===== src/rtl/watch_countdown_timer_pkg.sv =====
// Shared definitions for the watch countdown timer: FSM encodings, BCD digit constants,
// the BCD time record and a per-digit clamp helper.
package watch_countdown_timer_pkg;

  localparam logic [1:0] StIdle    = 2'd0;
  localparam logic [1:0] StRun     = 2'd1;
  localparam logic [1:0] StPause   = 2'd2;
  localparam logic [1:0] StExpired = 2'd3;

  localparam logic [3:0] BcdZero    = 4'd0;
  localparam logic [3:0] BcdOne     = 4'd1;
  localparam logic [3:0] BcdFiveMax = 4'd5;
  localparam logic [3:0] BcdNine    = 4'd9;

  typedef struct packed {
    logic [3:0] hh_t;
    logic [3:0] hh_u;
    logic [3:0] mm_t;
    logic [3:0] mm_u;
    logic [3:0] ss_t;
    logic [3:0] ss_u;
  } bcd_time_t;

  function automatic logic [3:0] clamp_digit(input logic [3:0] d, input logic [3:0] max_d);
    return (d > max_d) ? max_d : d;
  endfunction

endpackage


===== src/rtl/bcd_down_digit.sv =====
// One BCD down-counting digit: loads a clamped init value, wraps 0 -> MAX on decrement and
// reports a combinational borrow to the next more significant digit.
module bcd_down_digit
  import watch_countdown_timer_pkg::*;
#(
  parameter int unsigned MAX = 9
) (
  input  logic       clk,
  input  logic       reset,
  input  logic       load,
  input  logic [3:0] init,
  input  logic       dec,
  output logic [3:0] digit,
  output logic       borrow
);

  localparam logic [3:0] MaxDigit = 4'(MAX);

  logic [3:0] digit_q;
  logic [3:0] digit_d;

  always_comb begin
    digit_d = digit_q;
    if (load) begin
      digit_d = clamp_digit(init, MaxDigit);
    end else if (dec) begin
      digit_d = (digit_q == BcdZero) ? MaxDigit : digit_q - BcdOne;
    end
  end

  always_ff @(posedge clk) begin
    if (reset) begin
      digit_q <= BcdZero;
    end else begin
      digit_q <= digit_d;
    end
  end

  assign digit  = digit_q;
  assign borrow = dec & (digit_q == BcdZero);

endmodule


===== src/rtl/watch_countdown_timer.sv =====
// HH:MM:SS BCD countdown timer with IDLE/RUN/PAUSE/EXPIRED control and a one-cycle done pulse.
// Optional TIMER_AUTORELOAD_EN: a tick in EXPIRED reloads the last set value and resumes running.
module watch_countdown_timer
  import watch_countdown_timer_pkg::*;
#(
  parameter int unsigned HOUR_MAX = 23
) (
  input  logic       clk,
  input  logic       reset,
  input  logic       tick,
  input  logic       start_resume,
  input  logic       stop,
  input  logic       set,
  input  logic [3:0] init_hh_t,
  input  logic [3:0] init_hh_u,
  input  logic [3:0] init_mm_t,
  input  logic [3:0] init_mm_u,
  input  logic [3:0] init_ss_t,
  input  logic [3:0] init_ss_u,
  output logic [3:0] hh_t,
  output logic [3:0] hh_u,
  output logic [3:0] mm_t,
  output logic [3:0] mm_u,
  output logic [3:0] ss_t,
  output logic [3:0] ss_u,
  output logic       running,
  output logic       paused,
  output logic       expired,
  output logic       done
);

  localparam logic [6:0] HourMax  = 7'(HOUR_MAX);
  localparam logic [3:0] HourMaxT = 4'(HOUR_MAX / 10);
  localparam logic [3:0] HourMaxU = 4'(HOUR_MAX % 10);

  logic [1:0] state_q, state_d;
  logic       done_q, done_d;
  logic       count_dec;
  logic       reload;
  logic       snap_valid;
  logic       load;
  logic       count_zero;
  logic       count_one;

  logic [3:0] init_hh_t9, init_hh_u9;
  logic [6:0] init_hours;
  bcd_time_t  init_clamped;
  bcd_time_t  load_val;
  bcd_time_t  count;

  logic ss_u_borrow, ss_t_borrow, mm_u_borrow, mm_t_borrow, hh_u_borrow;
  logic unused_hh_t_borrow;

  // Hours clamp on the two-digit value, after each digit has been forced into BCD range.
  always_comb begin
    init_hh_t9 = clamp_digit(init_hh_t, BcdNine);
    init_hh_u9 = clamp_digit(init_hh_u, BcdNine);
    init_hours = 7'(init_hh_t9) * 7'd10 + 7'(init_hh_u9);
    if (init_hours > HourMax) begin
      init_clamped.hh_t = HourMaxT;
      init_clamped.hh_u = HourMaxU;
    end else begin
      init_clamped.hh_t = init_hh_t9;
      init_clamped.hh_u = init_hh_u9;
    end
    init_clamped.mm_t = clamp_digit(init_mm_t, BcdFiveMax);
    init_clamped.mm_u = clamp_digit(init_mm_u, BcdNine);
    init_clamped.ss_t = clamp_digit(init_ss_t, BcdFiveMax);
    init_clamped.ss_u = clamp_digit(init_ss_u, BcdNine);
  end

`ifdef TIMER_AUTORELOAD_EN
  bcd_time_t snap_q;

  always_ff @(posedge clk) begin
    if (reset) begin
      snap_q <= '0;
    end else if (set) begin
      snap_q <= init_clamped;
    end
  end

  assign snap_valid = (snap_q != '0);
  assign load_val   = reload ? snap_q : init_clamped;
`else
  assign snap_valid = 1'b0;
  assign load_val   = init_clamped;
`endif

  assign count      = '{hh_t: hh_t, hh_u: hh_u, mm_t: mm_t, mm_u: mm_u, ss_t: ss_t, ss_u: ss_u};
  assign count_zero = (count == '0);
  assign count_one  = (count == 24'h00_00_01);
  assign load       = set | reload;

  // Ticks are honoured only when no higher-priority control acts on the same edge.
  always_comb begin
    state_d   = state_q;
    done_d    = 1'b0;
    count_dec = 1'b0;
    reload    = 1'b0;
    if (set) begin
      state_d = StIdle;
    end else if (stop) begin
      if (state_q == StRun) begin
        state_d = StPause;
      end
    end else begin
      case (state_q)
        StIdle: begin
          if (start_resume && !count_zero) begin
            state_d = StRun;
          end
        end
        StRun: begin
          if (!start_resume) begin
            state_d = StPause;
          end else if (tick && !count_zero) begin
            count_dec = 1'b1;
            if (count_one) begin
              state_d = StExpired;
              done_d  = 1'b1;
            end
          end
        end
        StPause: begin
          if (start_resume) begin
            state_d = StRun;
          end
        end
        StExpired: begin
          if (tick && snap_valid) begin
            reload  = 1'b1;
            state_d = StRun;
          end
        end
        default: state_d = StIdle;
      endcase
    end
  end

  always_ff @(posedge clk) begin
    if (reset) begin
      state_q <= StIdle;
      done_q  <= 1'b0;
    end else begin
      state_q <= state_d;
      done_q  <= done_d;
    end
  end

  bcd_down_digit #(.MAX(9)) u_ss_u (
    .clk    (clk),
    .reset  (reset),
    .load   (load),
    .init   (load_val.ss_u),
    .dec    (count_dec),
    .digit  (ss_u),
    .borrow (ss_u_borrow)
  );

  bcd_down_digit #(.MAX(5)) u_ss_t (
    .clk    (clk),
    .reset  (reset),
    .load   (load),
    .init   (load_val.ss_t),
    .dec    (ss_u_borrow),
    .digit  (ss_t),
    .borrow (ss_t_borrow)
  );

  bcd_down_digit #(.MAX(9)) u_mm_u (
    .clk    (clk),
    .reset  (reset),
    .load   (load),
    .init   (load_val.mm_u),
    .dec    (ss_t_borrow),
    .digit  (mm_u),
    .borrow (mm_u_borrow)
  );

  bcd_down_digit #(.MAX(5)) u_mm_t (
    .clk    (clk),
    .reset  (reset),
    .load   (load),
    .init   (load_val.mm_t),
    .dec    (mm_u_borrow),
    .digit  (mm_t),
    .borrow (mm_t_borrow)
  );

  bcd_down_digit #(.MAX(9)) u_hh_u (
    .clk    (clk),
    .reset  (reset),
    .load   (load),
    .init   (load_val.hh_u),
    .dec    (mm_t_borrow),
    .digit  (hh_u),
    .borrow (hh_u_borrow)
  );

  // The count never decrements past 00:00:00, so the top hours digit never borrows.
  bcd_down_digit #(.MAX(HOUR_MAX / 10)) u_hh_t (
    .clk    (clk),
    .reset  (reset),
    .load   (load),
    .init   (load_val.hh_t),
    .dec    (hh_u_borrow),
    .digit  (hh_t),
    .borrow (unused_hh_t_borrow)
  );

  assign running = (state_q == StRun);
  assign paused  = (state_q == StPause);
  assign expired = (state_q == StExpired);
  assign done    = done_q;

endmodule


===== config.mk =====
export PLATFORM = sky130hd
export DESIGN_NAME = watch_countdown_timer
export DESIGN_NICKNAME = d
export VERILOG_FILES = /design/src/rtl/watch_countdown_timer_pkg.sv /design/src/rtl/bcd_down_digit.sv /design/src/rtl/watch_countdown_timer.sv
export SDC_FILE = /design/constraint.sdc
export NUM_CORES = 1
export LEC_CHECK = 0
export CAP_MARGIN = 5
export CORE_ASPECT_RATIO = 0.75
export CORE_UTILIZATION = 30
export CTS_CLUSTER_DIAMETER = 30
export DETAILED_ROUTE_END_ITERATION = 10
export PLACE_DENSITY = 0.57
export RECOVER_POWER = 25
export SETUP_SLACK_MARGIN = 0.05
export SYNTH_ARGS = -nofsm -noshare
export SYNTH_HDL_FRONTEND = slang
export SYNTH_SLANG_ARGS = --single-unit
export TNS_END_PERCENT = 5

===== constraint.sdc =====
create_clock -name clk -period 8.1 [get_ports clk]
set_clock_uncertainty 0.05 [all_clocks]
set_input_delay 1.62 -clock clk [delete_from_list [all_inputs] [get_ports clk]]
set_output_delay 1.62 -clock clk [all_outputs]
set_load 0.01 [all_outputs]

==> impl_results.html, run 1 <==
<table>
<tr><th>Metric</th><th>Value</th></tr>
<tr><th colspan="2">Setup path</th></tr>
<tr><td>R2r setup slk</td><td>5.55 ns</td></tr>
<tr><td>Critical path data required time</td><td>8.24 ns</td></tr>
<tr><td>CP Buf/Inv Count</td><td>1</td></tr>
<tr><td>Most Frequent Cell on Critical Path</td><td>sky130_fd_sc_hd__ha_1</td></tr>
<tr><td>Reg2reg start</td><td>u_hh_t.digit[0]$_SDFFE_PP0P_</td></tr>
<tr><td>Delay of the slowest cell on the worst path</td><td>roughly 0.57 ns</td></tr>
<tr><td>Ordered list of cells on the worst path</td><td>clkdlybuf4s50_1, nor2b_1, ha_1, ha_1, fa_1, nand2_1, or4_1, nand4_1, o211ai_1, o32ai_1</td></tr>
<tr><td>Data arrival time of the worst path</td><td>4.78 ns</td></tr>
<tr><td>Count of cells along the worst register-to-register path</td><td>7</td></tr>
<tr><td>Critical Path Source Type</td><td>input pin</td></tr>
<tr><td>Type of destination of the critical path</td><td>flop</td></tr>
<tr><td>Kind of cell adding the most delay to the critical path</td><td>simple AND/OR/NAND/NOR gates</td></tr>
<tr><td>Largest fanout on the critical path</td><td>6</td></tr>
<tr><td>Reg2reg end</td><td>u_hh_t.digit[0]$_SDFFE_PP0P_</td></tr>
<tr><td>Critical path class</td><td>in -&gt; reg</td></tr>
<tr><td>Slowest stage cell on the critical path</td><td>sky130_fd_sc_hd__fa_1</td></tr>
<tr><th colspan="2">Synthesis</th></tr>
<tr><td>Share of the yosys chip area belonging to registers</td><td>0.273</td></tr>
<tr><td>Most common flop cell mapped by yosys</td><td>sky130_fd_sc_hd__dfxtp_1</td></tr>
<tr><td>Netlist Area Pre-Place</td><td>1980 µm²</td></tr>
<tr><td>Average footprint of a synthesized cell</td><td>8.35 µm²</td></tr>
<tr><td>Synth cell count leaders</td><td>27 x sky130_fd_sc_hd__dfxtp_1, 27 x sky130_fd_sc_hd__nor2_1, 14 x sky130_fd_sc_hd__o21ai_0</td></tr>
<tr><td>Yosys warns</td><td>0</td></tr>
<tr><td>Instance count of the mapped netlist</td><td>between 200 and 250</td></tr>
<tr><td>Number of distinct library cell variants in the gate-level netlist after synthesis</td><td>59</td></tr>
<tr><td>Asr flop ratio synth</td><td>0</td></tr>
<tr><td>Leading area contributor after synthesis</td><td>sky130_fd_sc_hd__dfxtp_1</td></tr>
<tr><td>Net count after synthesis</td><td>276</td></tr>
<tr><td>Biggest area contributors in the synthesized netlist</td><td>sky130_fd_sc_hd__dfxtp_1 27%, sky130_fd_sc_hd__nor2_1 5.1%, sky130_fd_sc_hd__ha_1 4.4%</td></tr>
<tr><td>Flops &amp; latches, synth</td><td>27</td></tr>
<tr><td>Number of flops mapped to enable cells by yosys</td><td>0</td></tr>
<tr><td>Synth top area share</td><td>0.273</td></tr>
<tr><th colspan="2">Layout</th></tr>
<tr><td>Antenna diode instance count</td><td>0</td></tr>
<tr><td>Total of fill cells in the finished design</td><td>roughly 640</td></tr>
<tr><td>End-of-flow core utilization</td><td>0.415</td></tr>
<tr><td>Proportion of layout cells with a drive suffix above 1</td><td>0.0657</td></tr>
<tr><td>Synth-to-Final Area Change</td><td>33.0%</td></tr>
<tr><td>Post-route cell area</td><td>2630 µm²</td></tr>
<tr><td>Combined area of the multi-input logic cells</td><td>between 1000 and 1500 µm²</td></tr>
<tr><td>Number of nets at the end of the flow</td><td>about 330</td></tr>
<tr><td>Area used by sequential logic in the layout</td><td>541 µm²</td></tr>
<tr><th colspan="2">Timing</th></tr>
<tr><td>Max-Slew Margin vs Limit</td><td>0.351</td></tr>
<tr><td>Ratio of final minimum period to clock period</td><td>0.573</td></tr>
<tr><td>Final-report setup violation count</td><td>0</td></tr>
<tr><td>Number of pins exceeding their max-slew limit in the final report</td><td>0</td></tr>
<tr><td>Setup repair after global routing missed its margin</td><td>false</td></tr>
<tr><td>Setup TNS</td><td>0 ns</td></tr>
<tr><td>Worst-margin pin slew</td><td>0.964 ns</td></tr>
<tr><td>Final Critical Period</td><td>4.64 ns</td></tr>
<tr><td>Final WS setup</td><td>3.46 ns</td></tr>
<tr><td>Highest achievable clock rate</td><td>about 220 MHz</td></tr>
<tr><td>Final hold viol count</td><td>0</td></tr>
<tr><th colspan="2">Floorplanning</th></tr>
<tr><td>Initial cell density of the core</td><td>0.312</td></tr>
<tr><td>Overall die area</td><td>6930 µm²</td></tr>
<tr><td>I/O pin count</td><td>58</td></tr>
<tr><td>Die height</td><td>72.3 µm</td></tr>
<tr><td>Die span in x</td><td>around 96 µm</td></tr>
<tr><td>Core area</td><td>6350 µm²</td></tr>
<tr><td>Row count</td><td>25</td></tr>
<tr><th colspan="2">Detailed routing</th></tr>
<tr><td>Total wire length after detailed routing</td><td>5260 µm</td></tr>
<tr><td>Routed via count</td><td>between 1500 and 2000</td></tr>
<tr><td>Residual antenna-violating net count after detailed routing</td><td>0</td></tr>
<tr><td>Average via count per standard cell</td><td>5.27</td></tr>
<tr><td>Remaining DRCs</td><td>0</td></tr>
<tr><td>Wirelength per Cell</td><td>between 10 and 15 µm</td></tr>
<tr><td>Number of iterations in the first detailed-routing pass</td><td>4</td></tr>
<tr><td>Initial detailed-routing violation count</td><td>110</td></tr>
<tr><th colspan="2">Global route</th></tr>
<tr><td>Total GRT Usage</td><td>0.159</td></tr>
<tr><td>Number of global-route vias before repair</td><td>approximately 1800</td></tr>
<tr><td>Number of antenna violations at the first check in global routing</td><td>0</td></tr>
<tr><td>Total grt overflow</td><td>0</td></tr>
<tr><td>Maximum number of pins on one net before global-route repair</td><td>19</td></tr>
<tr><td>Global-route wire length before repair</td><td>8700 µm</td></tr>
<tr><th colspan="2">Min path</th></tr>
<tr><td>Cell depth of the worst hold path</td><td>2</td></tr>
<tr><td>Startpoint of the most critical hold path</td><td>u_mm_t.digit[3]$_SDFFE_PP0P_</td></tr>
<tr><td>Sink of the worst hold path</td><td>u_mm_t.digit[3]$_SDFFE_PP0P_</td></tr>
<tr><td>Worst hold-check path type</td><td>reg -&gt; reg</td></tr>
<tr><th colspan="2">Power</th></tr>
<tr><td>Static Leakage</td><td>0.958 nW</td></tr>
<tr><td>Max rail drop VDD</td><td>approximately 0.000059 V</td></tr>
<tr><td>Power per standard cell area</td><td>123 nW/µm²</td></tr>
<tr><th colspan="2">CTS</th></tr>
<tr><td>Clock tree from TritonCTS</td><td>built</td></tr>
<tr><td>Later-pin clock latency in the skew report</td><td>0.27 ns</td></tr>
<tr><td>Number of H-tree levels</td><td>1</td></tr>
<tr><td>Post-CTS Resized</td><td>0</td></tr>
<tr><td>CTS root buf</td><td>sky130_fd_sc_hd__clkbuf_8</td></tr>
<tr><td>Clock-pin slew on the worst setup and hold paths</td><td>0.09 ns</td></tr>
<tr><td>Clock buffer depth</td><td>2</td></tr>
<tr><td>Hold-fix buffer count after cts</td><td>0</td></tr>
<tr><td>Number of buffers created by CTS</td><td>3</td></tr>
<tr><td>Sinks on the clock net</td><td>27</td></tr>
<tr><td>Setup fix buffers added after clock tree synthesis</td><td>0</td></tr>
<tr><th colspan="2">Placement</th></tr>
<tr><td>HPWL reported at the end of detailed placement</td><td>~4000 µm</td></tr>
<tr><td>Input/output buffers</td><td>57</td></tr>
<tr><td>Post-DP Area</td><td>2590 µm²</td></tr>
<tr><td>Routability congestion estimate</td><td>a little over 0.8</td></tr>
<tr><td>Setup WS pre-CTS</td><td>3.17 ns</td></tr>
<tr><th colspan="2">Run</th></tr>
<tr><td>Maxcap violations</td><td>0</td></tr>
<tr><th colspan="2">Run status</th></tr>
<tr><td>Outcome</td><td>completed</td></tr>
</table>
through the flow:
| stage | total power [mW] | cells | hold WS (ns) |
|---|---|---|---|
| floorplan | 0.211 | 237 | 0.442 |
| global placement | 0.250 | 366 | 0.440 |
| detailed placement | 0.250 | 366 | 0.443 |
| CTS | 0.328 | 370 | 0.459 |
| global route | 0.344 | 370 | 0.487 |
| finish | 0.323 | 370 | 0.452 |
placed cells by master (no fill, tap or decap), types with 9 or more instances in the layout:
master	instances
sky130_fd_sc_hd__clkdlybuf4s50_1	44
sky130_fd_sc_hd__nor2_1	27
sky130_fd_sc_hd__dfxtp_1	27
sky130_fd_sc_hd__o21ai_0	14
sky130_fd_sc_hd__nand2_1	13
sky130_fd_sc_hd__a21oi_1	13
sky130_fd_sc_hd__dlygate4sd3_1	13
sky130_fd_sc_hd__inv_1	11
sky130_fd_sc_hd__nor3_1	9
report_power, final:
part	internal [mW]	total, mW	switching, mW
Clock	0.0352	0.0765	0.0413
Sequential	0.139	0.150	0.0108
Combinational	0.0485	0.0969	0.0484
Total	0.223	0.323	0.101
area by class of cell:
type,count,share of cell area
Timing Repair Buffer,57,0.217
Clock buffer,4,0.0171
Inverter,11,0.0157
Sequential cell,27,0.205
Tap cell,81,0.0385
Multi-Input combinational cell,190,0.507
tightest hold or removal path, stage by stage, from the launching register on:
cell and delay (ns):
sky130_fd_sc_hd__dfxtp_1 0.36, sky130_fd_sc_hd__nand2_1 0.07, sky130_fd_sc_hd__a21oi_1 0.03
routing by layer:
layer / track usage / part of all wire
met1: 0.241 / 0.54
met2: 0.236 / 0.41
met3: 0.0325 / 0.046
met4: 0.0182 / 0.0025
met5: 0 / 0
state kept, by name, indices dropped and copies added, names as in the netlist:
register,count
u_mm_u.digit,4
u_hh_u.digit,4
u_mm_t.digit,4
u_hh_t.digit,4
u_ss_u.digit,4
state_q,2
done,1
u_ss_t.digit,4
worst max path at each step:
stage,depth (start not counted),from,endpoint
floorplan,9,init_hh_t[1],u_hh_t.digit[1]$_SDFFE_PP0P_
global placement,10,init_hh_t[3],u_hh_u.digit[2]$_SDFFE_PP0P_
detailed placement,10,init_hh_t[3],u_hh_u.digit[2]$_SDFFE_PP0P_
CTS,10,init_hh_t[3],u_hh_u.digit[2]$_SDFFE_PP0P_
global route,10,init_hh_t[3],u_hh_u.digit[2]$_SDFFE_PP0P_
finish,10,init_hh_t[3],u_hh_u.digit[2]$_SDFFE_PP0P_
logic make-up (layout without fill, tap and decap cells):
group,after synthesis,after routing,share of synthesized area
buffers and inverters,20,72,0.0531
XOR/XNOR,5,5,0.0221
adder cells (fa/ha/maj),9,9,0.0645
AND/OR/NAND/NOR,101,101,0.302
AO/OA/AOI/OAI,69,69,0.255
multiplexers,6,6,0.0303
flip-flops,27,27,0.273
No activity file was read; power rests on OpenSTA's default activity.
==> inputs of run 2 (changes only) <==
==> constraint.sdc (replaced) <==
create_clock -name clk -period 4.7 [get_ports clk]
set_clock_uncertainty 0.05 [all_clocks]
set_input_delay 0.94 -clock clk [delete_from_list [all_inputs] [get_ports clk]]
set_output_delay 0.94 -clock clk [all_outputs]
set_load 0.01 [all_outputs]
==> run 2 against run 1 <==
Compared with the run above:
- global-route usage grew 0.24 points
- die area is the same
- sequential share of layout area shrank 0.12 points
- via count grew 0.62%
- clock-buffer cell count is the same
- cell count grew 0.54%
- first-iteration DRC count shrank 4.5%
- critical path depth is the same
- utilization grew 0.24 points
- flip-flop and latch count is the same
- worst setup slack lost 2.8 ns
- non-clock buffer count grew 2
==> impl_results.html, run 2 (synthesized netlist as in run 1, its figures left out) <==
<table>
<tr><th>Metric</th><th>Value</th></tr>
<tr><th colspan="2">Layout</th></tr>
<tr><td>Number of nets at the end of the flow</td><td>331 (was 329)</td></tr>
<tr><td>Proportion of layout cells with a drive suffix above 1</td><td>0.0687 (was 0.0657)</td></tr>
<tr><td>Commonest non-fill, non-tap cell in the layout</td><td>sky130_fd_sc_hd__clkdlybuf4s50_1 (unchanged)</td></tr>
<tr><td>Total of fill cells in the finished design</td><td>633 (was 641)</td></tr>
<tr><td>Commonest cells after routing, fill and taps aside</td><td>45 x sky130_fd_sc_hd__clkdlybuf4s50_1, 27 x sky130_fd_sc_hd__nor2_1, 27 x sky130_fd_sc_hd__dfxtp_1 (was 44 x sky130_fd_sc_hd__clkdlybuf4s50_1, 27 x sky130_fd_sc_hd__nor2_1, 27 x sky130_fd_sc_hd__dfxtp_1)</td></tr>
<tr><td>Synth-to-Final Area Change</td><td>33.8% (was 33.0%)</td></tr>
<tr><td>Antenna diode instance count</td><td>0 (unchanged)</td></tr>
<tr><td>Post-route cell area</td><td>2650 µm² (was 2630 µm²)</td></tr>
<tr><td>Count of placed standard cells in the final layout, fillers left out</td><td>372 (was 370)</td></tr>
<tr><th colspan="2">Power</th></tr>
<tr><td>Share of power burned in the clock network</td><td>0.240 (was 0.237)</td></tr>
<tr><td>Max rail drop VDD</td><td>0.0000920 V (was 0.0000591 V)</td></tr>
<tr><td>Static Leakage</td><td>0.969 nW (was 0.958 nW)</td></tr>
<tr><td>Total net switching power</td><td>0.177 mW (was 0.101 mW)</td></tr>
<tr><td>Switching Fraction</td><td>0.314 (was 0.311)</td></tr>
<tr><td>Combinational group share of total power</td><td>0.300 (about the same)</td></tr>
<tr><td>Power per standard cell area</td><td>212 nW/µm² (was 123 nW/µm²)</td></tr>
<tr><td>Relative contribution of sequential cells to total power</td><td>0.460 (was 0.464)</td></tr>
<tr><td>Cell internal power dissipation</td><td>0.386 mW (was 0.223 mW)</td></tr>
<tr><th colspan="2">Global route</th></tr>
<tr><td>Number of global-route vias before repair</td><td>1812 (was 1796)</td></tr>
<tr><td>Global-route wire length before repair</td><td>8890 µm (was 8700 µm)</td></tr>
<tr><td>Total grt overflow</td><td>0 (unchanged)</td></tr>
<tr><td>Number of antenna violations at the first check in global routing</td><td>0 (unchanged)</td></tr>
<tr><td>Maximum number of pins on one net before global-route repair</td><td>19 (unchanged)</td></tr>
<tr><td>Total GRT Usage</td><td>0.161 (was 0.159)</td></tr>
<tr><th colspan="2">Setup path</th></tr>
<tr><td>Reg2reg end</td><td>u_hh_t.digit[2]$_SDFFE_PP0P_ (was u_hh_t.digit[0]$_SDFFE_PP0P_)</td></tr>
<tr><td>Kind of cell adding the most delay to the critical path</td><td>simple AND/OR/NAND/NOR gates (unchanged)</td></tr>
<tr><td>Critical Path Source Type</td><td>input pin (unchanged)</td></tr>
<tr><td>Ordered list of cells on the worst path</td><td>clkdlybuf4s50_1, nor2b_1, ha_1, ha_1, fa_1, nand2_1, or4_1, nand4_1, o211ai_1, o32ai_1 (unchanged)</td></tr>
<tr><td>Critical Path Source</td><td>init_hh_t[3] (unchanged)</td></tr>
<tr><td>CP Buf/Inv Count</td><td>1 (unchanged)</td></tr>
<tr><td>Critical path class</td><td>in -&gt; reg (unchanged)</td></tr>
<tr><td>Type of destination of the critical path</td><td>flop (unchanged)</td></tr>
<tr><td>Reg2reg start</td><td>u_hh_t.digit[0]$_SDFFE_PP0P_ (unchanged)</td></tr>
<tr><td>Data arrival time of the worst path</td><td>4.17 ns (was 4.78 ns)</td></tr>
<tr><td>R2r setup slk</td><td>2.18 ns (was 5.55 ns)</td></tr>
<tr><td>Largest fanout on the critical path</td><td>6 (unchanged)</td></tr>
<tr><td>Most Frequent Cell on Critical Path</td><td>sky130_fd_sc_hd__ha_1 (unchanged)</td></tr>
<tr><td>Critical path data required time</td><td>4.84 ns (was 8.24 ns)</td></tr>
<tr><td>Slowest stage cell on the critical path</td><td>sky130_fd_sc_hd__fa_1 (unchanged)</td></tr>
<tr><td>Count of cells along the worst register-to-register path</td><td>7 (unchanged)</td></tr>
<tr><td>Delay of the slowest cell on the worst path</td><td>0.57 ns (about the same)</td></tr>
<tr><th colspan="2">Run status</th></tr>
<tr><td>Outcome</td><td>completed (unchanged)</td></tr>
<tr><th colspan="2">Timing</th></tr>
<tr><td>Final hold viol count</td><td>0 (unchanged)</td></tr>
<tr><td>Number of pins exceeding their max-slew limit in the final report</td><td>0 (unchanged)</td></tr>
<tr><td>Final Critical Period</td><td>roughly 4 ns</td></tr>
<tr><td>Worst-margin pin slew</td><td>0.937 ns (was 0.964 ns)</td></tr>
<tr><td>Max-Slew Margin vs Limit</td><td>0.369 (was 0.351)</td></tr>
<tr><td>Highest achievable clock rate</td><td>248 MHz</td></tr>
<tr><td>Final-report setup violation count</td><td>0 (unchanged)</td></tr>
<tr><td>Setup repair after global routing missed its margin</td><td>false (unchanged)</td></tr>
<tr><td>Final hold slack</td><td>0.452 ns (about the same)</td></tr>
<tr><td>Ratio of final minimum period to clock period</td><td>0.859</td></tr>
<tr><td>Setup TNS</td><td>0 ns (unchanged)</td></tr>
<tr><th colspan="2">Detailed routing</th></tr>
<tr><td>Residual antenna-violating net count after detailed routing</td><td>0 (unchanged)</td></tr>
<tr><td>Number of iterations in the first detailed-routing pass</td><td>4 (unchanged)</td></tr>
<tr><td>Remaining DRCs</td><td>0 (unchanged)</td></tr>
<tr><td>Wirelength per Cell</td><td>14.3 µm (was 14.2 µm)</td></tr>
<tr><td>Average via count per standard cell</td><td>5.28 (was 5.27)</td></tr>
<tr><td>Total wire length after detailed routing</td><td>5320 µm (was 5260 µm)</td></tr>
<tr><td>Initial detailed-routing violation count</td><td>105 (was 110)</td></tr>
<tr><td>Routed via count</td><td>1963 (was 1951)</td></tr>
<tr><th colspan="2">Placement</th></tr>
<tr><td>Routability congestion estimate</td><td>0.831 (was 0.829)</td></tr>
<tr><td># placed instances</td><td>368 (was 366)</td></tr>
<tr><td>HPWL reported at the end of detailed placement</td><td>4060 µm (was 4040 µm)</td></tr>
<tr><td>Input/output buffers</td><td>57 (unchanged)</td></tr>
<tr><td>Post-DP Area</td><td>2600 µm² (was 2590 µm²)</td></tr>
<tr><th colspan="2">CTS</th></tr>
<tr><td>Sinks on the clock net</td><td>27 (unchanged)</td></tr>
<tr><td>Setup fix buffers added after clock tree synthesis</td><td>0 (unchanged)</td></tr>
<tr><td>Number of buffers created by CTS</td><td>3 (unchanged)</td></tr>
<tr><td>Number of H-tree levels</td><td>1 (unchanged)</td></tr>
<tr><td>Clock-pin slew on the worst setup and hold paths</td><td>0.09 ns (about the same)</td></tr>
<tr><td>Later-pin clock latency in the skew report</td><td>0.27 ns (about the same)</td></tr>
<tr><td>Clock buffer depth</td><td>2 (unchanged)</td></tr>
<tr><td>Post-CTS Resized</td><td>0 (unchanged)</td></tr>
<tr><td>Clock tree from TritonCTS</td><td>built (unchanged)</td></tr>
<tr><td>CTS root buf</td><td>sky130_fd_sc_hd__clkbuf_8 (unchanged)</td></tr>
<tr><td>Hold-fix buffer count after cts</td><td>0 (unchanged)</td></tr>
<tr><th colspan="2">Run</th></tr>
<tr><td>Maxcap violations</td><td>0 (unchanged)</td></tr>
<tr><th colspan="2">Min path</th></tr>
<tr><td>Sink of the worst hold path</td><td>u_mm_t.digit[3]$_SDFFE_PP0P_ (unchanged)</td></tr>
<tr><td>Worst hold-check path type</td><td>reg -&gt; reg (unchanged)</td></tr>
<tr><td>Cell depth of the worst hold path</td><td>2 (unchanged)</td></tr>
<tr><td>Startpoint of the most critical hold path</td><td>u_mm_t.digit[3]$_SDFFE_PP0P_ (unchanged)</td></tr>
<tr><th colspan="2">Floorplanning</th></tr>
<tr><td>Overall die area</td><td>6930 µm² (unchanged)</td></tr>
<tr><td>Die span in x</td><td>95.8 µm (unchanged)</td></tr>
<tr><td>Die height</td><td>72.3 µm (unchanged)</td></tr>
<tr><td>Initial cell density of the core</td><td>0.312 (unchanged)</td></tr>
<tr><td>I/O pin count</td><td>58 (unchanged)</td></tr>
<tr><td>Core area</td><td>6350 µm² (unchanged)</td></tr>
<tr><td>Row count</td><td>25 (unchanged)</td></tr>
</table>
[run 2: power by group through the flow]
stage	Sequential, mW	Clock [mW]	Combinational (mW)
global route	0.261	0.150	0.186
finish	0.259	0.135	0.169
global placement	0.264	0	0.167
CTS	0.259	0.137	0.170
detailed placement	0.264	0	0.169
floorplan	0.265	0	0.0985
[run 2: worst max path at each step]
| stage | cells past startpoint | endpoint | slack [ns] |
|---|---|---|---|
| floorplan | 9 | u_hh_t.digit[1]$_SDFFE_PP0P_ | 1.24 |
| global placement | 10 | u_hh_t.digit[1]$_SDFFE_PP0P_ | 0.55 |
| detailed placement | 10 | u_hh_u.digit[2]$_SDFFE_PP0P_ | 0.39 |
| CTS | 10 | u_hh_u.digit[2]$_SDFFE_PP0P_ | 0.67 |
| global route | 10 | u_hh_u.digit[2]$_SDFFE_PP0P_ | 0.50 |
| finish | 10 | u_hh_u.digit[2]$_SDFFE_PP0P_ | 0.66 |
[run 2: per-stage QoR]
stage,setup WS [ns],total power [mW],util
after global routing,0.503,0.597,0.417
final,0.663,0.562,0.417
after detailed placement,0.390,0.433,0.410
after floorplan,1.24,0.363,-
after global placement,0.550,0.431,0.410
after CTS,0.674,0.566,0.417
[run 2: metal layers]
metal	track usage	vias up	part of all wire
li1	-	1004	-
met1	0.249	895	0.53
met2	0.225	62	0.40
met3	0.0430	2	0.068
met4	0.0232	0	0.0026
met5	0	-	0
[run 2: tightest hold or removal path: stages (launching register included)]
cell	delay, ns
sky130_fd_sc_hd__dfxtp_1	0.36
sky130_fd_sc_hd__nand2_1	0.07
sky130_fd_sc_hd__a21oi_1	0.03
[run 2: layout make-up]
class,count,area [µm²],share of cell area
clock buffer,4,45.0,0.0170
inverter,11,41.3,0.0156
multi-input combinational,190,1330,0.504
sequential,27,541,0.204
tap,81,101,0.0383
timing repair buffer,59,586,0.221
==> inputs of run 3 (changes only) <==
--- a/config.mk
+++ b/config.mk
@@ -6,11 +6,10 @@
 export NUM_CORES = 1
 export LEC_CHECK = 0
 export CAP_MARGIN = 5
-export CORE_ASPECT_RATIO = 0.75
-export CORE_UTILIZATION = 30
+export CORE_UTILIZATION = 48
 export CTS_CLUSTER_DIAMETER = 30
 export DETAILED_ROUTE_END_ITERATION = 10
-export PLACE_DENSITY = 0.57
+export PLACE_DENSITY = 0.83
 export RECOVER_POWER = 25
 export SETUP_SLACK_MARGIN = 0.05
 export SYNTH_ARGS = -nofsm -noshare
==> run 3 against run 2 <==
Compared with the run above:
- largest power group unchanged
- largest cell class unchanged
- utilization rose by 27 points
- register-to-register slack barely moved
- sequential share of layout area rose by 0.35 points
- clock power barely moved
- combinational power barely moved
==> impl_results.html, run 3 (synthesized netlist as in run 1, its figures left out) <==
<table>
<tr><th>Metric</th><th>Value</th></tr>
<tr><th colspan="2">Run status</th></tr>
<tr><td>Outcome</td><td>completed (unchanged)</td></tr>
<tr><th colspan="2">Floorplanning</th></tr>
<tr><td>Die span in x</td><td>66.2 µm (was 95.8 µm)</td></tr>
<tr><td>Row count</td><td>22 (was 25)</td></tr>
<tr><td>Die height</td><td>66.2 µm (was 72.3 µm)</td></tr>
<tr><td>Core area</td><td>3800 µm² (was 6350 µm²)</td></tr>
<tr><td>Initial cell density of the core</td><td>0.521 (was 0.312)</td></tr>
<tr><td>Overall die area</td><td>4380 µm² (was 6930 µm²)</td></tr>
<tr><td>I/O pin count</td><td>58 (unchanged)</td></tr>
<tr><th colspan="2">Setup path</th></tr>
<tr><td>Critical path class</td><td>in -&gt; reg (unchanged)</td></tr>
<tr><td>Delay of the slowest cell on the worst path</td><td>0.57 ns (about the same)</td></tr>
<tr><td>Ordered list of cells on the worst path</td><td>clkdlybuf4s50_1, nor2b_1, ha_1, ha_1, fa_1, nand2_1, or4_1, nand4_1, a21oi_1, a22o_1 (was clkdlybuf4s50_1, nor2b_1, ha_1, ha_1, fa_1, nand2_1, or4_1, nand4_1, o211ai_1, o32ai_1)</td></tr>
<tr><td>R2r setup slk</td><td>2.18 ns (about the same)</td></tr>
<tr><td>Kind of cell adding the most delay to the critical path</td><td>simple AND/OR/NAND/NOR gates (unchanged)</td></tr>
<tr><td>Data arrival time of the worst path</td><td>4.09 ns (was 4.17 ns)</td></tr>
<tr><td>CP Buf/Inv Count</td><td>1 (unchanged)</td></tr>
<tr><td>Largest fanout on the critical path</td><td>6 (unchanged)</td></tr>
<tr><td>Critical path data required time</td><td>4.83 ns (was 4.84 ns)</td></tr>
<tr><td>Critical Path Source Type</td><td>input pin (unchanged)</td></tr>
<tr><td>Slowest stage cell on the critical path</td><td>sky130_fd_sc_hd__fa_1 (unchanged)</td></tr>
<tr><td>Most Frequent Cell on Critical Path</td><td>sky130_fd_sc_hd__ha_1 (unchanged)</td></tr>
<tr><td>Type of destination of the critical path</td><td>flop (unchanged)</td></tr>
<tr><th colspan="2">Detailed routing</th></tr>
<tr><td>Number of iterations in the first detailed-routing pass</td><td>4 (unchanged)</td></tr>
<tr><td>Remaining DRCs</td><td>0 (unchanged)</td></tr>
<tr><td>Initial detailed-routing violation count</td><td>115 (was 105)</td></tr>
<tr><td>Routed via count</td><td>1970 (was 1963)</td></tr>
<tr><td>Total wire length after detailed routing</td><td>4820 µm (was 5320 µm)</td></tr>
<tr><td>Average via count per standard cell</td><td>5.83 (was 5.28)</td></tr>
<tr><td>Residual antenna-violating net count after detailed routing</td><td>0 (unchanged)</td></tr>
<tr><td>Wirelength per Cell</td><td>14.3 µm (about the same)</td></tr>
<tr><th colspan="2">CTS</th></tr>
<tr><td>Clock-pin slew on the worst setup and hold paths</td><td>0.10 ns (was 0.09 ns)</td></tr>
<tr><td>Post-CTS Resized</td><td>0 (unchanged)</td></tr>
<tr><td>Sinks on the clock net</td><td>27 (unchanged)</td></tr>
<tr><td>Clock buffer depth</td><td>2 (unchanged)</td></tr>
<tr><td>CTS root buf</td><td>sky130_fd_sc_hd__clkbuf_8 (unchanged)</td></tr>
<tr><td>Later-pin clock latency in the skew report</td><td>0.27 ns (about the same)</td></tr>
<tr><td>Number of H-tree levels</td><td>1 (unchanged)</td></tr>
<tr><td>Hold-fix buffer count after cts</td><td>0 (unchanged)</td></tr>
<tr><td>Setup fix buffers added after clock tree synthesis</td><td>0 (unchanged)</td></tr>
<tr><td>Number of buffers created by CTS</td><td>3 (unchanged)</td></tr>
<tr><td>Clock tree from TritonCTS</td><td>built (unchanged)</td></tr>
<tr><th colspan="2">Global route</th></tr>
<tr><td>Number of global-route vias before repair</td><td>1705 (was 1812)</td></tr>
<tr><td>Total GRT Usage</td><td>0.228 (was 0.161)</td></tr>
<tr><td>Global-route wire length before repair</td><td>7860 µm (was 8890 µm)</td></tr>
<tr><td>Total grt overflow</td><td>0 (unchanged)</td></tr>
<tr><td>Number of antenna violations at the first check in global routing</td><td>0 (unchanged)</td></tr>
<tr><td>Maximum number of pins on one net before global-route repair</td><td>19 (unchanged)</td></tr>
<tr><th colspan="2">Power</th></tr>
<tr><td>Max rail drop VDD</td><td>0.000138 V (was 0.0000920 V)</td></tr>
<tr><td>Power per standard cell area</td><td>216 nW/µm² (was 212 nW/µm²)</td></tr>
<tr><td>Static Leakage</td><td>0.962 nW (was 0.969 nW)</td></tr>
<tr><th colspan="2">Layout</th></tr>
<tr><td>Commonest cells after routing, fill and taps aside</td><td>45 x sky130_fd_sc_hd__clkdlybuf4s50_1, 27 x sky130_fd_sc_hd__nor2_1, 27 x sky130_fd_sc_hd__dfxtp_1 (unchanged)</td></tr>
<tr><td>Number of nets at the end of the flow</td><td>330 (was 331)</td></tr>
<tr><td>Commonest non-fill, non-tap cell in the layout</td><td>sky130_fd_sc_hd__clkdlybuf4s50_1 (unchanged)</td></tr>
<tr><td>Total of fill cells in the finished design</td><td>342 (was 633)</td></tr>
<tr><td>Count of placed standard cells in the final layout, fillers left out</td><td>338 (was 372)</td></tr>
<tr><td>End-of-flow core utilization</td><td>0.685 (was 0.417)</td></tr>
<tr><td>Synth-to-Final Area Change</td><td>31.5% (was 33.8%)</td></tr>
<tr><td>Combined area of the multi-input logic cells</td><td>1330 µm² (unchanged)</td></tr>
<tr><td>Area used by sequential logic in the layout</td><td>541 µm² (unchanged)</td></tr>
<tr><td>Post-route cell area</td><td>2600 µm² (was 2650 µm²)</td></tr>
<tr><td>Antenna diode instance count</td><td>0 (unchanged)</td></tr>
<tr><td>Proportion of layout cells with a drive suffix above 1</td><td>0.0690 (was 0.0687)</td></tr>
<tr><th colspan="2">Placement</th></tr>
<tr><td>Input/output buffers</td><td>57 (unchanged)</td></tr>
<tr><td># placed instances</td><td>334 (was 368)</td></tr>
<tr><td>HPWL reported at the end of detailed placement</td><td>3630 µm (was 4060 µm)</td></tr>
<tr><td>Routability congestion estimate</td><td>0.873 (was 0.831)</td></tr>
<tr><td>Post-DP Area</td><td>2550 µm² (was 2600 µm²)</td></tr>
<tr><th colspan="2">Timing</th></tr>
<tr><td>Setup TNS</td><td>0 ns (unchanged)</td></tr>
<tr><td>Final hold viol count</td><td>0 (unchanged)</td></tr>
<tr><td>Worst-margin pin slew</td><td>0.873 ns (was 0.937 ns)</td></tr>
<tr><td>Ratio of final minimum period to clock period</td><td>0.844 (was 0.859)</td></tr>
<tr><td>Final Critical Period</td><td>3.97 ns (was 4.04 ns)</td></tr>
<tr><td>Highest achievable clock rate</td><td>252 MHz (was 248 MHz)</td></tr>
<tr><td>Final-report setup violation count</td><td>0 (unchanged)</td></tr>
<tr><td>Number of pins exceeding their max-slew limit in the final report</td><td>0 (unchanged)</td></tr>
<tr><td>Setup repair after global routing missed its margin</td><td>false (unchanged)</td></tr>
<tr><td>Max-Slew Margin vs Limit</td><td>0.413 (was 0.369)</td></tr>
<tr><th colspan="2">Run</th></tr>
<tr><td>Maxcap violations</td><td>0 (unchanged)</td></tr>
<tr><th colspan="2">Min path</th></tr>
<tr><td>Worst hold-check path type</td><td>reg -&gt; reg (unchanged)</td></tr>
</table>
## run 3: worst min-delay path: stages, from the launching register on
cell and delay (ns):
sky130_fd_sc_hd__dfxtp_1 0.35, sky130_fd_sc_hd__nand2_1 0.07, sky130_fd_sc_hd__a21oi_1 0.04
## run 3: final timing paths
kind / from / cells past startpoint / to
max: init_hh_t[3] / 10 / u_hh_t.digit[1]$_SDFFE_PP0P_
min: u_mm_t.digit[3]$_SDFFE_PP0P_ / 2 / u_mm_t.digit[3]$_SDFFE_PP0P_
max reg2reg: u_hh_t.digit[0]$_SDFFE_PP0P_ / 7 / u_hh_t.digit[0]$_SDFFE_PP0P_
min reg2reg: u_mm_t.digit[3]$_SDFFE_PP0P_ / 2 / u_mm_t.digit[3]$_SDFFE_PP0P_
## run 3: final cells by class
type,count,area share
inverter,11,0.0159
multi-input combinational,190,0.512
timing repair buffer,58,0.222
tap,48,0.0231
clock buffer,3,0.0159
sequential,27,0.208
clock inverter,1,0.00288
## run 3: report_power, final
group          total [mW]  internal, mW  switching (mW)
clock               0.138        0.0602          0.0777
combinational       0.167        0.0843          0.0827
sequential          0.257         0.240          0.0175
total               0.562         0.384           0.178
## run 3: routing by layer
metal	up-vias	part of all wire	global-route usage
li1	1002	-	-
met2	47	0.46	0.381
met1	917	0.49	0.311
met4	0	0.0079	0.0479
met5	-	0	0
met3	4	0.037	0.0293
## run 3: through the flow
step / hold WS (ns) / power [mW] / worst slack [ns]
floorplan: 0.442 / 0.363 / 1.24
global placement: 0.428 / 0.426 / 0.552
detailed placement: 0.424 / 0.428 / 0.486
CTS: 0.445 / 0.564 / 0.765
global route: 0.481 / 0.591 / 0.556
finish: 0.441 / 0.562 / 0.735
